## config.mk

```make
export PLATFORM = sky130hd
export DESIGN_NAME = rr_arbiter8to3
export DESIGN_NICKNAME = d
export VERILOG_FILES = /design/src/rtl/arb_pkg.sv /design/src/rtl/rr_prio_enc8.sv /design/src/rtl/rr_arbiter8to3.sv
export SDC_FILE = /design/constraint.sdc
export NUM_CORES = 1
export LEC_CHECK = 0
export ABC_AREA = 1
export BUFFER_PORTS_ARGS = -buffer_cell sky130_fd_sc_hd__buf_2
export CAP_MARGIN = 10
export CORE_MARGIN = 4
export CORE_UTILIZATION = 50
export CTS_BUF_LIST = sky130_fd_sc_hd__clkbuf_16
export CTS_CLUSTER_DIAMETER = 150
export DETAILED_ROUTE_END_ITERATION = 12
export PLACE_DENSITY = 0.72
export SETUP_SLACK_MARGIN = 0.05
export SYNTH_ARGS = -nofsm -noshare
export SYNTH_HDL_FRONTEND = slang
export SYNTH_SLANG_ARGS = --single-unit
```

## constraint.sdc

```tcl
create_clock -name clk -period 5.9 [get_ports clk]
set_input_delay 0 -clock clk [delete_from_list [all_inputs] [get_ports clk]]
set_output_delay 0 -clock clk [all_outputs]
set_load 0.03 [all_outputs]
```

## src/rtl/arb_pkg.sv

```systemverilog
// Shared constants and state type for the 8-way round-robin arbiter.
package arb_pkg;

    localparam int unsigned N_REQ            = 8;
    localparam int unsigned IDX_W            = 3;
    localparam int unsigned MAX_HOLD_DEFAULT = 16;

    typedef enum logic [0:0] {
        IDLE = 1'b0,
        BUSY = 1'b1
    } state_e;

endpackage

```

## src/rtl/rr_prio_enc8.sv

```systemverilog
// Rotating-priority 8-to-3 encoder: the first set bit of (req & mask),
// searched from ptr upwards with wrap, wins. Purely combinational.
module rr_prio_enc8
    import arb_pkg::*;
(
    input  logic [N_REQ-1:0] req,
    input  logic [N_REQ-1:0] mask,
    input  logic [IDX_W-1:0] ptr,
    output logic [IDX_W-1:0] win_idx,
    output logic             win_vld
);

    logic [N_REQ-1:0] masked;
    logic [N_REQ-1:0] rot;
    logic [IDX_W-1:0] off;

    always_comb begin
        masked = req & mask;
        rot    = '0;
        for (int i = 0; i < N_REQ; i++) begin
            rot[i] = masked[IDX_W'(i) + ptr];
        end
        off = '0;
        // Descending scan so the lowest rotated position wins.
        for (int i = N_REQ - 1; i >= 0; i--) begin
            if (rot[i]) off = IDX_W'(i);
        end
        win_idx = off + ptr;
        win_vld = |masked;
    end

endmodule

```

## src/rtl/rr_arbiter8to3.sv

```systemverilog
// Round-robin arbiter for 8 requesters with registered one-hot and encoded grant.
// Define ARB_TIMEOUT_EN to force release of an owner after MAX_HOLD busy cycles.
module rr_arbiter8to3
    import arb_pkg::*;
#(
    parameter int unsigned MAX_HOLD = MAX_HOLD_DEFAULT,
    parameter int unsigned CNT_W    = 5
) (
    input  logic             clk,
    input  logic             rst_n,
    input  logic [N_REQ-1:0] req,
    output logic [N_REQ-1:0] gnt,
    output logic [IDX_W-1:0] gnt_idx,
    output logic             gnt_vld,
    output logic             preempt
);

    if (MAX_HOLD < 2 || MAX_HOLD > 31 || (1 << CNT_W) <= MAX_HOLD) begin : g_bad_params
        $error("rr_arbiter8to3: illegal MAX_HOLD/CNT_W combination");
    end

    state_e           state_q;
    logic [IDX_W-1:0] ptr_q;
    logic [N_REQ-1:0] mask;
    logic [IDX_W-1:0] win_idx;
    logic             win_vld;
    logic             owner_req;
    logic             timeout;
    logic             do_grant;
    logic             go_idle;
    logic [IDX_W-1:0] new_idx;

    assign owner_req = req[gnt_idx];

`ifdef ARB_TIMEOUT_EN
    logic [CNT_W-1:0] hold_cnt_q;

    assign timeout = (state_q == BUSY) && owner_req && (hold_cnt_q == CNT_W'(MAX_HOLD - 1));
`else
    assign timeout = 1'b0;
    assign preempt = 1'b0;
`endif

    // On a forced release the current owner (the only set bit of gnt) is masked out.
    assign mask = timeout ? ~gnt : '1;

    rr_prio_enc8 u_enc (
        .req     (req),
        .mask    (mask),
        .ptr     (ptr_q),
        .win_idx (win_idx),
        .win_vld (win_vld)
    );

    always_comb begin
        do_grant = 1'b0;
        go_idle  = 1'b0;
        unique case (state_q)
            IDLE: do_grant = win_vld;
            BUSY: begin
                do_grant = timeout || (!owner_req && win_vld);
                go_idle  = !owner_req && !win_vld;
            end
            default: go_idle = 1'b1;
        endcase
        // A timeout with no competitor re-grants the same owner.
        new_idx = win_vld ? win_idx : gnt_idx;
    end

    always_ff @(posedge clk or negedge rst_n) begin
        if (!rst_n) begin
            state_q    <= IDLE;
            gnt        <= '0;
            gnt_idx    <= '0;
            gnt_vld    <= 1'b0;
            ptr_q      <= '0;
`ifdef ARB_TIMEOUT_EN
            hold_cnt_q <= '0;
            preempt    <= 1'b0;
`endif
        end else begin
`ifdef ARB_TIMEOUT_EN
            preempt <= timeout;
`endif
            if (do_grant) begin
                state_q    <= BUSY;
                gnt        <= N_REQ'(1) << new_idx;
                gnt_idx    <= new_idx;
                gnt_vld    <= 1'b1;
                ptr_q      <= new_idx + 1'b1;
`ifdef ARB_TIMEOUT_EN
                hold_cnt_q <= '0;
`endif
            end else if (go_idle) begin
                state_q <= IDLE;
                gnt     <= '0;
                gnt_idx <= '0;
                gnt_vld <= 1'b0;
            end
`ifdef ARB_TIMEOUT_EN
            else if (state_q == BUSY && hold_cnt_q != '1) begin
                hold_cnt_q <= hold_cnt_q + 1'b1;
            end
`endif
        end
    end

endmodule

```

After elaboration in Yosys (flattened, before gate mapping)
Cells that the tools add are included.
{"block": "totals", "ff_bits": 15, "out_inout_bits": 13}
{"block": "op_classes", "addsub": 9, "n_lt_le_gt_ge": 9, "shifts": 1, "n_mux": 35, "bitwise_logic": 1, "reduce_logical": 6}
{"cell": "3-bit by 4-bit less-than comparator with 1-bit output (second input constant)", "n": 9}
{"cell": "3-bit two-way mux", "n": 11}
{"cell": "1-bit binary-select mux with 3-bit select", "n": 9}
{"cell": "8-bit two-way mux", "n": 2}
{"cell": "3-bit adder (first input constant)", "n": 4}
{"cell": "1-bit two-way mux", "n": 12}
{"cell": "8-bit OR reduction", "n": 1}
{"cell": "1-bit by 3-bit << shifter with 8-bit output (first input constant)", "n": 1}
{"cell": "2-bit by 3-bit adder with 3-bit output (first input constant)", "n": 2}
{"cell": "1-bit by 3-bit adder with 3-bit output (first input constant)", "n": 1}
{"cell": "3-bit by 1-bit adder with 3-bit output (second input constant)", "n": 1}
{"cell": "3-bit adder", "n": 1}
{"cell": "1-bit logical AND", "n": 2}
{"cell": "1-bit logical NOT", "n": 2}
{"cell": "1-bit case mux with 2 select lines", "n": 1}
{"cell": "2-bit nonzero test", "n": 1}
{"cell": "1-bit inverter", "n": 1}

Logic depth before layout (Yosys ltp)
{"block": "depth", "word_depth": 15, "ltp_mapped": 22}

Hierarchy
Synthesis repeated with hierarchy kept, for this count alone.
{"block": "hier_totals", "hier_cells": 236, "area_unflattened_um2": 1619.1}
{"module": "rr_arbiter8to3", "n_inst": 1, "cells_per_inst": 119, "area_each_um2": 945.9}
{"module": "rr_prio_enc8", "n_inst": 1, "cells_per_inst": 117, "area_each_um2": 673.1}

Least setup slack after synthesis
No wires, ideal clock.
{"block": "synth_timing", "path_kind": "register to register", "from": "register ptr_q[1]", "to": "register ptr_q[2]", "t_arrival_ps": 3161, "required_time_ps": 5779, "path_slack_ps": 2618, "path_stages_with_launch": 22, "n_path_buf": 1, "synth_period_minus_slack_ps": 3282, "path_cell_list": "dfrtp_1 > buf_4 > inv_2 > ha_1 > inv_1 > nand3_1 > nand3_1 > a21oi_1 > o21bai_1 > nand2_1 > nand2_1 > a21boi_0 > ha_1 > inv_1 > fa_1 > nor2_1 > a21oi_1 > inv_1 > ha_1 > ha_1 > nand2_1 > o21ai_1"}
{"block": "synth_via", "elab_chain_cells": 14}
{"item": "from (decl)", "line": "rr_arbiter8to3.sv:23", "rtl": "logic [IDX_W-1:0] ptr_q;"}
{"item": "from (signal assigned)", "line": "rr_arbiter8to3.sv:90", "rtl": "ptr_q <= new_idx + 1'b1;"}
{"item": "3-bit adder", "line": "rr_prio_enc8.sv:21", "rtl": "rot[i] = masked[IDX_W'(i) + ptr];"}
{"item": "1-bit binary-select mux with 3-bit select", "line": "rr_prio_enc8.sv:21"}
{"item": "1-bit two-way mux (implied by the code)", "line": "rr_prio_enc8.sv:21"}
{"item": "3-bit two-way mux (8 in a row)", "line": "rr_prio_enc8.sv:26", "rtl": "if (rot[i]) off = IDX_W'(i);"}
{"item": "3-bit adder (*)", "line": "rr_prio_enc8.sv:28", "rtl": "win_idx = off + ptr;"}
{"item": "3-bit two-way mux (*)", "line": "rr_arbiter8to3.sv:67", "rtl": "new_idx = win_vld ? win_idx : gnt_idx;"}
{"item": "3-bit by 1-bit adder with 3-bit output (*)", "line": "rr_arbiter8to3.sv:90"}
Every way passes the cells marked *; elsewhere a longest branch is shown, timed or not. The select of a mux whose other input is x is not followed.
A chain may end at the register's enable or synchronous reset.

Worst setup path after layout
{"block": "layout_timing", "from": "register ptr_q[0]", "to": "register ptr_q[2]"}
Same word-level chain as after synthesis.

==> tab_implementation.tex <==
\begin{tabular}{lr}
\hline
Metric & Value \\
\hline
\multicolumn{2}{l}{\textbf{Yosys}} \\
Top cell type by total area after synthesis & sky130\_fd\_sc\_hd\_\_dfrtp\_1 \\
Mean post-synth cell area & 6.90 um2 \\
Dominant cell by count in the synthesized netlist & sky130\_fd\_sc\_hd\_\_nand2\_1 \\
Commonest cells post-synth & sky130\_fd\_sc\_hd\_\_nand2\_1, sky130\_fd\_sc\_hd\_\_nand3\_1, sky130\_fd\_sc\_hd\_\_dfrtp\_1, sky130\_fd\_sc\_hd\_\_inv\_1, sky130\_fd\_sc\_hd\_\_nor2\_1 \\
Number of distinct library cell variants in the gate-level netlist after synthesis & 31 \\
Seq/Total Area, Yosys & 0.268 \\
Share of async-settable or async-resettable flops after synthesis & 1.00 \\
Main area contributors after synthesis & sky130\_fd\_sc\_hd\_\_dfrtp\_1, sky130\_fd\_sc\_hd\_\_nand2\_1, sky130\_fd\_sc\_hd\_\_nand3\_1 \\
Summed instance area of the synthesized netlist & 1400 um2 \\
YS warnings & 0 \\
Area share of the largest cell type after synthesis & 0.268 \\
Post-synth net total & 222 \\
Gate count after technology mapping & a little over 200 \\
Flip-flop cell with the highest count after synthesis & sky130\_fd\_sc\_hd\_\_dfrtp\_1 \\
Number of synthesized register bits & 15 \\
Post-synth EDFFs & 0 \\
\multicolumn{2}{l}{\textbf{Clock tree}} \\
Maximum clock insertion buffer count & 2 \\
Post-cts resize count & 0 \\
Number of H-tree levels & 1 \\
Insertion delay to the later sink of the worst-skew pair & $\sim$240 ps \\
CTS root buffer & sky130\_fd\_sc\_hd\_\_clkbuf\_16 \\
Number of sinks driven by the clock tree & 15 \\
Clock slew seen by the registers of the worst setup and hold paths & 50 ps \\
CTS tree & built \\
Cts bufs inserted & 3 \\
\multicolumn{2}{l}{\textbf{Run}} \\
Number of maximum-capacitance violations & 0 \\
\multicolumn{2}{l}{\textbf{Detailed routing}} \\
Wire per inst & 12.2 um \\
Length of the first detailed-routing pass in iterations & 4 \\
Remaining number of nets flagged by the antenna check after routing & 0 \\
Number of design-rule violations left by the first detailed-router iteration & 51 \\
Total vias in the final route & between 1000 and 1500 \\
WL final & 3110 um \\
DRC Markers & 0 \\
Via density & 5.29 \\
\multicolumn{2}{l}{\textbf{GRT}} \\
Final global-route overflow total & 0 \\
Vias in the first global route & roughly 1300 \\
Wire length of the first global-routing pass & 5690 um \\
Overall routing resource usage & 0.200 \\
Largest net degree at the start of global routing & 16 \\
Antenna violations before repair & 0 \\
\multicolumn{2}{l}{\textbf{Setup path}} \\
Most Frequent Cell on Critical Path & sky130\_fd\_sc\_hd\_\_ha\_1 \\
Crit path kind & register to register \\
CP Data Arrival Time & 3890 ps \\
Slowest stage cell, crit path & sky130\_fd\_sc\_hd\_\_dfrtp\_1 \\
Required time worst endpoint & 6030 ps \\
CP peak stage delay & 590 ps \\
Worst Setup End Kind & register \\
Biggest fanout along the worst timing path & 11 \\
Sequence of cells on the critical path & inv\_6, ha\_1, inv\_1, nand3\_1, nand3\_1, a21oi\_1, o21bai\_1, nand2\_1, nand2\_1, a21boi\_0, ha\_1, inv\_1, fa\_1, nor2\_1, a21oi\_1, inv\_1, ha\_1, ha\_1, nand2\_1, o21ai\_1 \\
Type of element launching the critical path & register \\
\multicolumn{2}{l}{\textbf{Placed design}} \\
GPL Wtd Cong & between 0.9 and 1 \\
DP Wirelength & 2580 um \\
Quantity of I/O buffers inserted on ports & 21 \\
\multicolumn{2}{l}{\textbf{Finish}} \\
Final core utilization & 0.623 \\
Final layout net count & 245 \\
Fraction of layout cells with a size suffix above 1 & 0.204 \\
\# fillers & between 200 and 250 \\
Antenna Cells & 0 \\
Relative area change from synthesis to final layout & 14.2\% \\
\multicolumn{2}{l}{\textbf{STA}} \\
Unrepaired setup endpoints after global routing & no \\
Setup-violating endpoint count in the final report & 0 \\
Final Critical Period & 3760 ps \\
Setup skew after layout & 2.46 ps \\
Post-Route Setup TNS & 0 ps \\
Fraction of the cycle the final worst path needs & 0.637 \\
Max Fclk & approximately 270 MHz \\
Number of slew-limit violations in the final report & 0 \\
Final hold viol count & 0 \\
\multicolumn{2}{l}{\textbf{Floorplanning}} \\
Die boundary width & 60.9 um \\
Placeable core region & about 2600 um2 \\
Chip Height & 60.9 um \\
IO Pins & 23 \\
Rows & 18 \\
Initial standard-cell utilization of the core & 0.545 \\
Die area & 3710 um2 \\
\multicolumn{2}{l}{\textbf{Run status}} \\
Run status & finished clean \\
\multicolumn{2}{l}{\textbf{Worst hold path}} \\
Type of the worst min-delay path & input port to register \\
\hline
\end{tabular}
metrics by stage:
stage                     cell area, um2  hold slack, ps  worst slack [ps]  instances
after floorplan                     1400            -296              2620        203
after global placement              1510           -88.2              2290        250
after detailed placement            1510           -81.5              2190        250
after CTS                           1600             123              2160        255
after global routing                1600             159              1770        255
final                               1600             112              2140        255
placed cells by master (no fill, tap or decap), drive strengths merged:
cell type,count
xor2,4
fa,1
nand2,78
o21ai,4
dfrtp,15
clkbuf,3
o21bai,2
xnor2,3
inv,19
nor3,1
o22ai,2
dlygate4sd3,1
conb,1
nand4,1
nand3,41
a21boi,1
or2,1
a22oi,1
a21oi,3
nor2,12
a22o,1
ha,8
clkinv,1
buf,21
cells by family after synthesis:
| group | count (synthesis) | share of synthesized area |
|---|---|---|
| simple gates | 134 | 0.454 |
| buf+inv | 23 | 0.0786 |
| flops | 15 | 0.268 |
| compound gates | 14 | 0.0670 |
| fa+ha+maj | 9 | 0.0858 |
| xor+xnor | 7 | 0.0438 |
| other cells | 1 | 0.00268 |
layout make-up:
type / count / area [um2] / share of cell area
multi-input combinational: 165 / 915 / 0.572
sequential: 15 / 375 / 0.235
timing repair buffer: 22 / 115 / 0.0720
inverter: 19 / 76.3 / 0.0477
clock buffer: 3 / 75.1 / 0.0469
tap: 30 / 37.5 / 0.0235
clock inverter: 1 / 5.00 / 0.00313
flip-flops by register name, summed over array words and instances (netlist names):
name     count
gnt          8
gnt_idx      3
ptr_q        3
state_q      1
worst paths after layout:
| path | slack [ps] | from | end | cells past startpoint |
|---|---|---|---|---|
| worst max register to register | 2140 | ptr_q[0] | ptr_q[2] | 20 |
| min in group asynchronous | 180 | rst_n | gnt[4] | 2 |
| worst min register to register | 480 | gnt[4] | gnt[4] | 2 |
| worst max-delay path | 2140 | ptr_q[0] | ptr_q[2] | 20 |
| worst min-delay path | 110 | req[0] | state_q | 3 |
| max in group asynchronous | 5480 | rst_n | gnt_idx[0] | 2 |
worst max-delay path: cells and delay by family, from the launching register on:
| family | cells | cell delay (ps) |
|---|---|---|
| adder cells (fa/ha/maj) | 5 | 1520 |
| flip-flops | 1 | 590 |
| AO/OA/AOI/OAI | 5 | 740 |
| buffers and inverters | 4 | 350 |
| AND/OR/NAND/NOR | 6 | 450 |
metal layers:
layer | vias to the layer above | wire length (um) | global-route usage
met3 | 2 | 112 | 0.0213
li1 | 697 | - | -
met5 | - | 0 | 0
met4 | 0 | 22 | 0.0557
met2 | 25 | 1520 | 0.325
met1 | 626 | 1460 | 0.281
timing repair:
action                    4_1_cts  5_1_grt
hold buffers                    1        0
setup buffers                   0        0
hold endpoints to repair       15        0
Power is not shown: default switching activity piles up to over one toggle a cycle in this logic, so the estimate is an artifact.
